`src/rtl/ps2_scancode_rx_if.sv`:
```
// rtl/ps2_scancode_rx_if.sv - PS/2 line inputs and scan-code outputs of ps2_scancode_rx
interface ps2_scancode_rx_if;
    logic       ps2_clk;
    logic       ps2_dat;
    logic [7:0] key;
    logic       rdy;
    logic       ext;
    logic       err;

    modport master (output ps2_clk, ps2_dat, input key, rdy, ext, err);
    modport slave  (input ps2_clk, ps2_dat, output key, rdy, ext, err);
endinterface

```
`src/rtl/ps2_scancode_rx.sv`:
```
// rtl/ps2_scancode_rx.sv - PS/2 device-to-host frame receiver; optional E0/F0 filter under PS2_BREAK_FILTER_EN
module ps2_scancode_rx #(
    parameter int SYNC_STAGES = 2,
    parameter int TIMEOUT_CLK = 50000
) (
    input  logic               clk,
    input  logic               rst,
    ps2_scancode_rx_if.slave   bus
);
    localparam int TW = $clog2(TIMEOUT_CLK);
    localparam logic [TW-1:0] TMAX = TW'(TIMEOUT_CLK - 1);
    localparam logic [TW-1:0] TONE = TW'(1);

    typedef enum logic [1:0] {IDLE, DATA, PARITY, STOP} state_t;

    logic [SYNC_STAGES-1:0] clk_sync_q, clk_sync_d;
    logic [SYNC_STAGES-1:0] dat_sync_q, dat_sync_d;
    logic                   clk_prev_q, clk_prev_d;
    state_t                 state_q, state_d;
    logic [2:0]             bitcnt_q, bitcnt_d;
    logic [7:0]             shreg_q, shreg_d;
    logic                   parity_q, parity_d;
    logic [TW-1:0]          tcnt_q, tcnt_d;
    logic [7:0]             key_q, key_d;
    logic                   rdy_q, rdy_d;
    logic                   err_q, err_d;
    logic                   clk_s, dat_s, fall, frame_good;
`ifdef PS2_BREAK_FILTER_EN
    logic                   ext_q, ext_d;
    logic                   brk_q, brk_d;
    logic                   e0_q, e0_d;
`endif

    assign clk_s = clk_sync_q[SYNC_STAGES-1];
    assign dat_s = dat_sync_q[SYNC_STAGES-1];
    assign fall  = clk_prev_q & ~clk_s;

    always_comb begin
        clk_sync_d = {clk_sync_q[SYNC_STAGES-2:0], bus.ps2_clk};
        dat_sync_d = {dat_sync_q[SYNC_STAGES-2:0], bus.ps2_dat};
        clk_prev_d = clk_s;
        state_d    = state_q;
        bitcnt_d   = bitcnt_q;
        shreg_d    = shreg_q;
        parity_d   = parity_q;
        tcnt_d     = tcnt_q;
        key_d      = key_q;
        rdy_d      = 1'b0;
        err_d      = 1'b0;
        frame_good = 1'b0;
`ifdef PS2_BREAK_FILTER_EN
        ext_d      = ext_q;
        brk_d      = brk_q;
        e0_d       = e0_q;
`endif

        // A fall takes priority over an expiring timeout in the same cycle.
        if (fall) begin
            tcnt_d = '0;
            case (state_q)
                IDLE: begin
                    if (!dat_s) begin
                        state_d  = DATA;
                        bitcnt_d = 3'd0;
                    end
                end
                DATA: begin
                    shreg_d  = {dat_s, shreg_q[7:1]};
                    bitcnt_d = bitcnt_q + 3'd1;
                    if (bitcnt_q == 3'd7) state_d = PARITY;
                end
                PARITY: begin
                    parity_d = dat_s;
                    state_d  = STOP;
                end
                STOP: begin
                    state_d = IDLE;
                    if (dat_s && (^{shreg_q, parity_q})) frame_good = 1'b1;
                    else                                  err_d      = 1'b1;
                end
                default: state_d = IDLE;
            endcase
        end else if (state_q == IDLE) begin
            tcnt_d = '0;
        end else if (tcnt_q == TMAX) begin
            state_d = IDLE;
            err_d   = 1'b1;
            tcnt_d  = '0;
        end else if (tcnt_q != '1) begin
            tcnt_d = tcnt_q + TONE;
        end

        if (frame_good) begin
`ifdef PS2_BREAK_FILTER_EN
            if (shreg_q == 8'hE0) begin
                e0_d = 1'b1;
            end else if (shreg_q == 8'hF0) begin
                brk_d = 1'b1;
            end else if (brk_q) begin
                brk_d = 1'b0;
                e0_d  = 1'b0;
            end else begin
                key_d = shreg_q;
                ext_d = e0_q;
                rdy_d = 1'b1;
                e0_d  = 1'b0;
            end
`else
            key_d = shreg_q;
            rdy_d = 1'b1;
`endif
        end

`ifdef PS2_BREAK_FILTER_EN
        if (err_d) begin
            brk_d = 1'b0;
            e0_d  = 1'b0;
        end
`endif
    end

    always_ff @(posedge clk) begin
        if (rst) begin
            clk_sync_q <= '1;
            dat_sync_q <= '1;
            clk_prev_q <= 1'b1;
            state_q    <= IDLE;
            bitcnt_q   <= 3'd0;
            shreg_q    <= 8'h00;
            parity_q   <= 1'b0;
            tcnt_q     <= '0;
            key_q      <= 8'h00;
            rdy_q      <= 1'b0;
            err_q      <= 1'b0;
`ifdef PS2_BREAK_FILTER_EN
            ext_q      <= 1'b0;
            brk_q      <= 1'b0;
            e0_q       <= 1'b0;
`endif
        end else begin
            clk_sync_q <= clk_sync_d;
            dat_sync_q <= dat_sync_d;
            clk_prev_q <= clk_prev_d;
            state_q    <= state_d;
            bitcnt_q   <= bitcnt_d;
            shreg_q    <= shreg_d;
            parity_q   <= parity_d;
            tcnt_q     <= tcnt_d;
            key_q      <= key_d;
            rdy_q      <= rdy_d;
            err_q      <= err_d;
`ifdef PS2_BREAK_FILTER_EN
            ext_q      <= ext_d;
            brk_q      <= brk_d;
            e0_q       <= e0_d;
`endif
        end
    end

    assign bus.key = key_q;
    assign bus.rdy = rdy_q;
    assign bus.err = err_q;
`ifdef PS2_BREAK_FILTER_EN
    assign bus.ext = ext_q;
`else
    assign bus.ext = 1'b0;
`endif
endmodule

```
`src/flat_wrapper.sv`:
```
// flat-port wrapper written by rule: the top's interface ports become plain ports
module ps2_scancode_rx_flat 
#(
    parameter int SYNC_STAGES = 2,
    parameter int TIMEOUT_CLK = 50000
)
  (clk, rst, bus_ps2_clk, bus_ps2_dat, bus_key, bus_rdy, bus_ext, bus_err);
  ps2_scancode_rx_if bus_i ();
  input  logic clk;
  input  logic rst;
  input wire logic [$bits(bus_i.ps2_clk)-1:0] bus_ps2_clk;
  input wire logic [$bits(bus_i.ps2_dat)-1:0] bus_ps2_dat;
  output wire logic [$bits(bus_i.key)-1:0] bus_key;
  output wire logic [$bits(bus_i.rdy)-1:0] bus_rdy;
  output wire logic [$bits(bus_i.ext)-1:0] bus_ext;
  output wire logic [$bits(bus_i.err)-1:0] bus_err;
  assign bus_i.ps2_clk = bus_ps2_clk;
  assign bus_i.ps2_dat = bus_ps2_dat;
  assign bus_key = bus_i.key;
  assign bus_rdy = bus_i.rdy;
  assign bus_ext = bus_i.ext;
  assign bus_err = bus_i.err;
  ps2_scancode_rx #(.SYNC_STAGES(SYNC_STAGES), .TIMEOUT_CLK(TIMEOUT_CLK)) u_core (.clk(clk), .rst(rst), .bus(bus_i));
endmodule
```
`config.mk`:
```
export PLATFORM = sky130hd
export DESIGN_NAME = ps2_scancode_rx_flat
export DESIGN_NICKNAME = d
export VERILOG_FILES = /design/src/rtl/ps2_scancode_rx_if.sv /design/src/rtl/ps2_scancode_rx.sv /design/src/flat_wrapper.sv
export SDC_FILE = /design/constraint.sdc
export NUM_CORES = 1
export LEC_CHECK = 0
export CAP_MARGIN = 25
export CORE_MARGIN = 1
export CORE_UTILIZATION = 52
export CTS_CLUSTER_DIAMETER = 120
export DETAILED_ROUTE_END_ITERATION = 16
export GPL_TIMING_DRIVEN = 1
export PLACE_DENSITY = 0.86
export SETUP_SLACK_MARGIN = 0.02
export SYNTH_ARGS = -nofsm -noshare
export SYNTH_HDL_FRONTEND = slang
export SYNTH_SLANG_ARGS = --single-unit
```
`constraint.sdc`:
```
create_clock -name clk -period 1.58 [get_ports clk]
set_input_delay 0.474 -clock clk [delete_from_list [all_inputs] [get_ports clk]]
set_output_delay 0.474 -clock clk [all_outputs]
set_load 0.02 [all_outputs]
```
Word level (Yosys, flattened, before mapping):

Cells that the tools add are included.

* input port bits: 4
* word-level logic and storage cells: 51
* output and inout port bits: 11
* flip-flop bits (word level): 45

* $add $sub $neg: 2
* mux-type cells: 17
* reductions and logical operators: 10
* equal/unequal tests: 9
* bitwise logic cells: 2

Operators with widths (count)
* 16-bit by 1-bit adder with 16-bit output (second input constant): 1
* 16-bit equality test (second input constant): 1
* 16-bit inequality test (second input constant): 1
* 2-bit two-way mux: 5
* 1-bit two-way mux: 9
* 9-bit XOR reduction: 1
* 2-bit one-hot mux with 4 select lines: 1
* 3-bit one-hot mux with 2 select lines: 1
* 2-bit equality test (second input constant): 2
* 2-bit AND reduction: 2
* 4-bit AND reduction: 1
* 2-bit nonzero test: 2
* 4-bit OR reduction: 1
* 3-bit by 1-bit adder with 3-bit output (second input constant): 1
* 3-bit equality test (second input constant): 1
* 3-bit two-way mux: 1
* 3-bit inequality test (second input constant): 1
* 3-bit AND reduction: 1
* 2-bit by 1-bit equality test with 1-bit output (second input constant): 1
* 2-bit logical NOT: 1
* 2-bit by 1-bit inequality test with 1-bit output (second input constant): 1
* 2-bit inequality test (second input constant): 1
* 1-bit bitwise AND: 1
* 1-bit logical AND: 1
* 1-bit inverter: 1

Depth between registers and ports, before layout:

Gate-level depths: netlist of run 1.

* word-level depth: 6
* mapped depth: 7
* depth with buffers taken out: 7

Worst setup path before layout of run 1:

Ideal clock, no wire load.

* path type: register -> register
* start: register u_core.tcnt_q[4]
* end: register u_core.tcnt_q[7]
* slack: -0.172 ns
* data required time: 1.464 ns
* stages on the path, launching flop included: 7
* buffers on the path: 2
* arrival time: 1.636 ns
* cells stage by stage: dfxtp_1 > or4_1 > nor4_1 > or4_1 > buf_2 > buf_4 > nor2_1

* word-level cells in the longest chain between the ends: 2

RTL lines
* start: declaration: RTL line ps2_scancode_rx.sv:23 `logic [TW-1:0] tcnt_q, tcnt_d;`
* start signal: assignment: RTL line ps2_scancode_rx.sv:148 `tcnt_q <= tcnt_d;`
* parallel branches: the longest is 2 deep, another holds 16-bit by 1-bit adder with 16-bit output

Parallel ways; which one is timed is not known.
A chain may end at the register's enable or synchronous reset.

Worst setup path after layout of run 1:

* start: register u_core.tcnt_q[5]
* end: register u_core.tcnt_q[11]

Same word-level chain as after synthesis.

==> impl_metrics.csv, run 1 <==
group,metric,value,unit
synth,ys_seq_area_share,44.2,%
clock_tree,cts.sinks,45,
timing,grt_setup_unrepaired,"true",
global_route,grtUsageTotal,28.9,%
status,violations,"setup timing",
pwr,p_leak,1.20,nW
routing,routedWlPerCell,19.2,microns
cells_and_area,area_growth,49.3,%
cells_and_area,antenna_cells,0,
synth,ys_async_sr_fraction,0,%
routing,avgViaCountPerCell,6.01,
clock_tree,cts_made_buffers,5,
cells_and_area,nets,315,
pwr,net-switching-power,0.430,mW
timing,setup_viol,27,
synth,synth.distinct_cells,38,
worst_setup_path,start_kind,"flop",
worst_setup_path,cp_slowest_cell,"or4_4",
synth,yosysMostFrequentCell,"dfxtp_1",
placed_design,placed_cell_area,2690,sq um
timing,fin_hold_ws,0.426,ns
placed_design,gp_congestion,0.907,
timing,min_period,1.91,ns
clock_tree,path_clk_slew,0.08,ns
synth,synth_edf_count,0,
synth,synth_ff_type,"dfxtp_1",
synth,syn_area,2040,sq um
pwr,ir_drop,0.000664,V
synth,synth_top_area_share,44.2,%
timing,fmax,524,MHz
global_route,grt_pass1_wl,9090,microns
timing,period_share,121,%
synth,ys_top_cells_by_count,"dfxtp_1, nor2_1, nand2_1, a21oi_1, nand3_1",
routing,first_pass_iters,5,
clock_tree,clockBufferDepth,2,
floorplan,io_pins,15,
worst_setup_path,crit_fanout,4,
worst_setup_path,path_cells,"buf_4 > nand4_1 > or4_4 > a21oi_2 > xnor2_1 > nor2_4",
run,drv_cap,0,
floorplan,initial_utilization,54.9,%
pwr,intPower,1.63,mW
placed_design,io_buffers,13,
hold_path,hold_class,"reg -> reg",
clock_tree,clk_latency,0.31,ns
worst_setup_path,worstPathArrival,2.10,ns
worst_setup_path,rrSetupSlack,-0.33,ns
worst_setup_path,path_delay_family,"simple AND/OR/NAND/NOR gates",
timing,finalWorstSetupSlack,-0.330,ns
worst_setup_path,critPathKind,"reg -> reg",
global_route,grt_max_degree,30,
global_route,antenna_found_initial,0,
routing,drt_iter0_drc,167,
routing,drc,0,
floorplan,die_x,64.6,microns
routing,ant_nets,0,
timing,drv_slew,0,
clock_tree,clockRootBuffer,"clkbuf_8",
floorplan,fp.dieH,64.6,microns
global_route,grt_pass1_vias,1947,
timing,final_hold_viol_count,0,
status,status,"finished with violations",
synth,synth_nets,243,
synth,ys_ff_latch,45,
clock_tree,hold_buffers,0,
routing,wirelength,6790,microns
synth,synth_cells,232,
routing,vias,2123,
clock_tree,cts_tree,"yes",
cells_and_area,final_cell_area,3040,sq um
pwr,power_switching_share,20.9,%
pwr,p_total,2.06,mW
synth,yosysTopAreaCell,"dfxtp_1",
floorplan,coreArea,3720,sq um
placed_design,dp_hpwl,3640,microns
synth,syn_avg_cell_area,8.79,sq um
timing,skew,0.00924,ns
pwr,p_per_area,677,nW/um^2
pwr,p_comb_share,2.3,%
worst_setup_path,max_stage_delay,0.57,ns
worst_setup_path,worst-path-buf-inv,1,
pwr,seq_power_share,55.4,%
cells_and_area,layout-drive-gt1-share,43.9,%
synth,yosys-top-cells-area,"dfxtp_1, mux2i_1, nor2_1",
floorplan,core.rowCount,22,
global_route,grt_overflow,0,
pwr,clockPowerShare,42.3,%
clock_tree,cts.htree.levels,2,
worst_setup_path,cp_data_required_time,1.77,ns
worst_setup_path,end_kind,"flop",
synth,ys_warn_count,0,
floorplan,die_area,4180,sq um
[flip-flops by register name, summed over array words and instances (netlist names)]
register           count
u_core.tcnt_q         16
u_core.clk_sync_q      2
u_core.parity_q        1
u_core.bus.rdy         1
u_core.bus.err         1
u_core.bus.key         8
u_core.clk_prev_q      1
u_core.bitcnt_q        3
u_core.state_q         2
u_core.shreg_q         8
u_core.dat_sync_q      2
[power groups by stage]
stage | Clock [mW] | Combinational, mW | Sequential [mW]
3_5_place_dp | 0 | 0.0408 | 1.17
5_1_grt | 0.905 | 0.0507 | 1.14
2_1_floorplan | 0 | 0.0245 | 1.17
3_3_place_gp | 0 | 0.0395 | 1.17
4_1_cts | 0.865 | 0.0423 | 1.14
6_report | 0.873 | 0.0474 | 1.14
[area by class of cell]
type                    instances  area [sq um]
inverters                       6          22.5
clock inverters                 2          38.8
clock buffers                   6          72.6
fillers                       208           672
multi-input cells             171          1320
flip-flops and latches         45           917
well taps                      48          60.1
repair buffers                 75           614
[worst paths after layout]
kind                        startpoint              endpoint  cells past startpoint
setup / recovery      u_core.tcnt_q[5]     u_core.tcnt_q[11]                      6
hold / removal    u_core.clk_sync_q[0]  u_core.clk_sync_q[1]                      1
setup reg to reg      u_core.tcnt_q[5]     u_core.tcnt_q[11]                      6
hold reg to reg   u_core.clk_sync_q[0]  u_core.clk_sync_q[1]                      1
[stage by stage]
stage	TNS, ns	utilization [%]	std cells	setup WS [ns]
global placement	-2.46	72.4	341	-0.170
floorplan	-1.56	-	232	-0.0984
finish	-6.10	81.9	353	-0.330
global route	-7.06	81.9	353	-0.378
detailed placement	-4.13	72.4	341	-0.232
CTS	-2.93	77.6	350	-0.168
[worst register-to-register path: stages, from the launching register on]
cell and delay (ns):
dfxtp_1 0.33, buf_4 0.13, nand4_1 0.28, or4_4 0.57
a21oi_2 0.20, xnor2_1 0.23, nor2_4 0.07
[cells in the final DEF (no fill, tap or decap), types with 2 or more instances in the layout]
| cell | netlist | layout |
|---|---|---|
| nor4_4 | 0 | 2 |
| o211ai_1 | 3 | 3 |
| clkdlybuf4s50_1 | 0 | 3 |
| xnor2_1 | 8 | 6 |
| or4_4 | 0 | 3 |
| a21oi_4 | 0 | 2 |
| nand4_1 | 3 | 3 |
| dfxtp_1 | 45 | 32 |
| nor2_2 | 0 | 7 |
| inv_1 | 6 | 6 |
| a21oi_1 | 20 | 14 |
| or2_2 | 6 | 6 |
| nand2_1 | 23 | 22 |
| nor3_2 | 0 | 5 |
| dlygate4sd2_1 | 0 | 10 |
| mux2i_1 | 11 | 9 |
| nand3_2 | 0 | 2 |
| buf_8 | 0 | 2 |
| ha_1 | 7 | 6 |
| or3_4 | 0 | 2 |
| buf_4 | 2 | 58 |
| nand2b_1 | 3 | 3 |
| nor2_1 | 27 | 19 |
| xor2_1 | 2 | 2 |
| dfxtp_2 | 0 | 13 |
| mux2i_2 | 0 | 2 |
| a21oi_2 | 0 | 4 |
| nor3_1 | 9 | 3 |
| nand3_1 | 16 | 14 |
| clkbuf_8 | 0 | 5 |
| o21ai_0 | 5 | 4 |
[routing by layer]
layer,vias up,track usage [%],share of wire (%)
met5,-,0,0
met4,0,10.6,4.3
met3,36,7.04,7.9
met2,131,47.4,48
met1,1006,36.8,40
li1,950,-,-
[kinds of logic (layout without fill, tap and decap cells)]
family	count (synthesis)	in the layout	synth area share (%)
AOI/OAI and AO/OA	35	35	9.94
xor gates and xnor gates	12	12	6.56
adders and majority gates	7	7	4.29
buffers and inverters	16	89	3.37
DFF	45	45	44.2
muxes	12	12	6.50
other	1	1	0.184
and+or+nand+nor	104	104	25.0
[what timing repair did]
action | in CTS | in global routing
hold endpoints to repair | 0 | 0
setup buffers | 1 | 3
pin swaps | 6 | 10
endpoints found under the setup margin | 40 | 31
gates resized for setup | 35 | 30
(Power assumes the default switching activity.)
==> inputs of run 2 (changes only) <==
- CELL_PAD_IN_SITES_DETAIL_PLACEMENT: unset -> 1
- CELL_PAD_IN_SITES_GLOBAL_PLACEMENT: unset -> 2
- CORE_UTILIZATION: 52 -> 32
- GPL_ROUTABILITY_DRIVEN: unset -> 0
- PLACE_DENSITY: 0.86 -> 0.85
==> impl_metrics.csv, run 2 (same netlist as run 1, synthesis figures left out) <==
group,metric,value,unit
cells_and_area,most-common-layout-cells,"buf_4, dfxtp_1, nand2_1",
routing,first_pass_iters,4,
cells_and_area,largest_register_ffs,16,
cells_and_area,fin_cells,387,
cells_and_area,layout-drive-gt1-share,46.8,%
cells_and_area,area_growth,55.3,%
worst_setup_path,cp_data_required_time,1.76,ns
timing,final_hold_viol_count,0,
global_route,grt_pass1_vias,1958,
clock_tree,clk_latency,0.30,ns
worst_setup_path,start_kind,"flop",
pwr,ir_drop,0.000379,V
floorplan,core.rowCount,28,
timing,grt_setup_unrepaired,"true",
routing,vias,1996,
pwr,p_leak,1.24,nW
pwr,p_per_area,605,nW/um^2
pwr,p_total,1.91,mW
worst_setup_path,crit_fanout,7,
routing,drt_iter0_drc,82,
timing,min_period,1.77,ns
cells_and_area,regMostFlops,"u_core.tcnt_q",
floorplan,fp.dieH,81.8,microns
timing,fmax,565,MHz
cells_and_area,antenna_cells,0,
routing,wirelength,6340,microns
cells_and_area,layout_commonest_cell,"buf_4",
timing,setup_viol,27,
clock_tree,cts.htree.levels,2,
placed_design,dp_hpwl,3970,microns
routing,drc,0,
timing,finalWorstSetupSlack,-0.189,ns
routing,routedWlPerCell,16.4,microns
cells_and_area,num-fill-cells,684,
clock_tree,cts_made_buffers,5,
clock_tree,cts_tree,"yes",
clock_tree,path_clk_slew,0.09,ns
floorplan,die_area,6700,sq um
global_route,grtUsageTotal,18.2,%
placed_design,io_buffers,13,
worst_setup_path,end_kind,"flop",
status,status,"finished with violations",
worst_setup_path,worstPathArrival,1.95,ns
timing,fin_hold_ws,0.416,ns
timing,period_share,112,%
routing,ant_nets,0,
run,drv_cap,0,
clock_tree,clockBufferDepth,2,
cells_and_area,nets,322,
status,violations,"setup timing",
floorplan,die_x,81.8,microns
cells_and_area,utilization,52.6,%
floorplan,coreArea,6030,sq um
global_route,antenna_found_initial,0,
global_route,grt_max_degree,30,
floorplan,initial_utilization,33.8,%
clock_tree,clockRootBuffer,"clkbuf_8",
floorplan,io_pins,15,
global_route,grt_overflow,0,
worst_setup_path,critPathKind,"reg -> reg",
timing,drv_slew,0,
placed_design,dp.cells,373,
global_route,grt_pass1_wl,9210,microns
routing,avgViaCountPerCell,5.16,
timing,skew,0.00513,ns
hold_path,hold_class,"reg -> reg",
clock_tree,hold_buffers,0,
clock_tree,cts.sinks,45,
run 2: cell types whose count changed in the layout (fill, tap and decap cells not counted), sizes merged:
cell | before | now
bufinv | 1 | 0
buf | 62 | 68
clkinvlp | 0 | 1
inv | 6 | 7
run 2: path summary, 6_finish.rpt:
path | startpoint | endpoint | slack [ns] | cells past startpoint
worst max-delay path | u_core.tcnt_q[7] | u_core.tcnt_q[4] | -0.19 | 5
worst min-delay path | u_core.dat_sync_q[0] | u_core.dat_sync_q[1] | 0.42 | 1
worst min register to register | u_core.dat_sync_q[0] | u_core.dat_sync_q[1] | 0.42 | 1
worst max register to register | u_core.tcnt_q[7] | u_core.tcnt_q[4] | -0.19 | 5
run 2: cell type report:
| type | count | area [sq um] | share of cell area [%] |
|---|---|---|---|
| clock inverter | 3 | 21.3 | 0.672 |
| sequential | 45 | 918 | 29.0 |
| clock buffer | 5 | 68.8 | 2.17 |
| tap | 75 | 93.8 | 2.96 |
| multi-input combinational | 171 | 1350 | 42.6 |
| timing repair buffer | 82 | 692 | 21.8 |
| inverter | 6 | 22.5 | 0.711 |
run 2: worst max-delay path, cell delays in order, from the launching register on:
cell,delay [ns]
dfxtp_2,0.33
or4b_4,0.58
nor4_4,0.32
or4_4,0.23
buf_8,0.16
a21oi_2,0.04
run 2: metal layers:
metal / part of all wire [%] / track usage, % / vias to the layer above
li1: - / - / 959
met1: 44 / 22.7 / 990
met4: 2.4 / 6.32 / 0
met3: 2.1 / 3.78 / 13
met5: 0 / 0 / -
met2: 51 / 30.8 / 34
run 2: timing repair:
item,CTS,global route
setup endpoints to repair,40,31
pin swaps,5,7
gates resized for setup,33,42
buffers inserted,3,2
hold endpoints to repair,0,0
gates cloned,0,1
run 2: through the flow:
step / setup slack (ns) / instance area, sq um / setup TNS [ns]
2_1_floorplan: -0.0984 / 2120 / -1.56
3_3_place_gp: -0.189 / 2760 / -3.07
3_5_place_dp: -0.214 / 2760 / -3.91
4_1_cts: -0.150 / 2950 / -2.96
5_1_grt: -0.271 / 3170 / -5.80
6_report: -0.189 / 3170 / -4.12
run 2: where the power goes:
group          switching (mW)  internal (mW)  total (mW)
Clock                   0.415          0.314       0.729
Combinational          0.0278         0.0195      0.0473
Sequential            0.00221           1.14        1.14
==> inputs of run 3 (changes only) <==
- ABC_AREA: unset -> 0
==> results of run 3 <==
No change in the layout: final DEF, timing and power equal those of run 2.
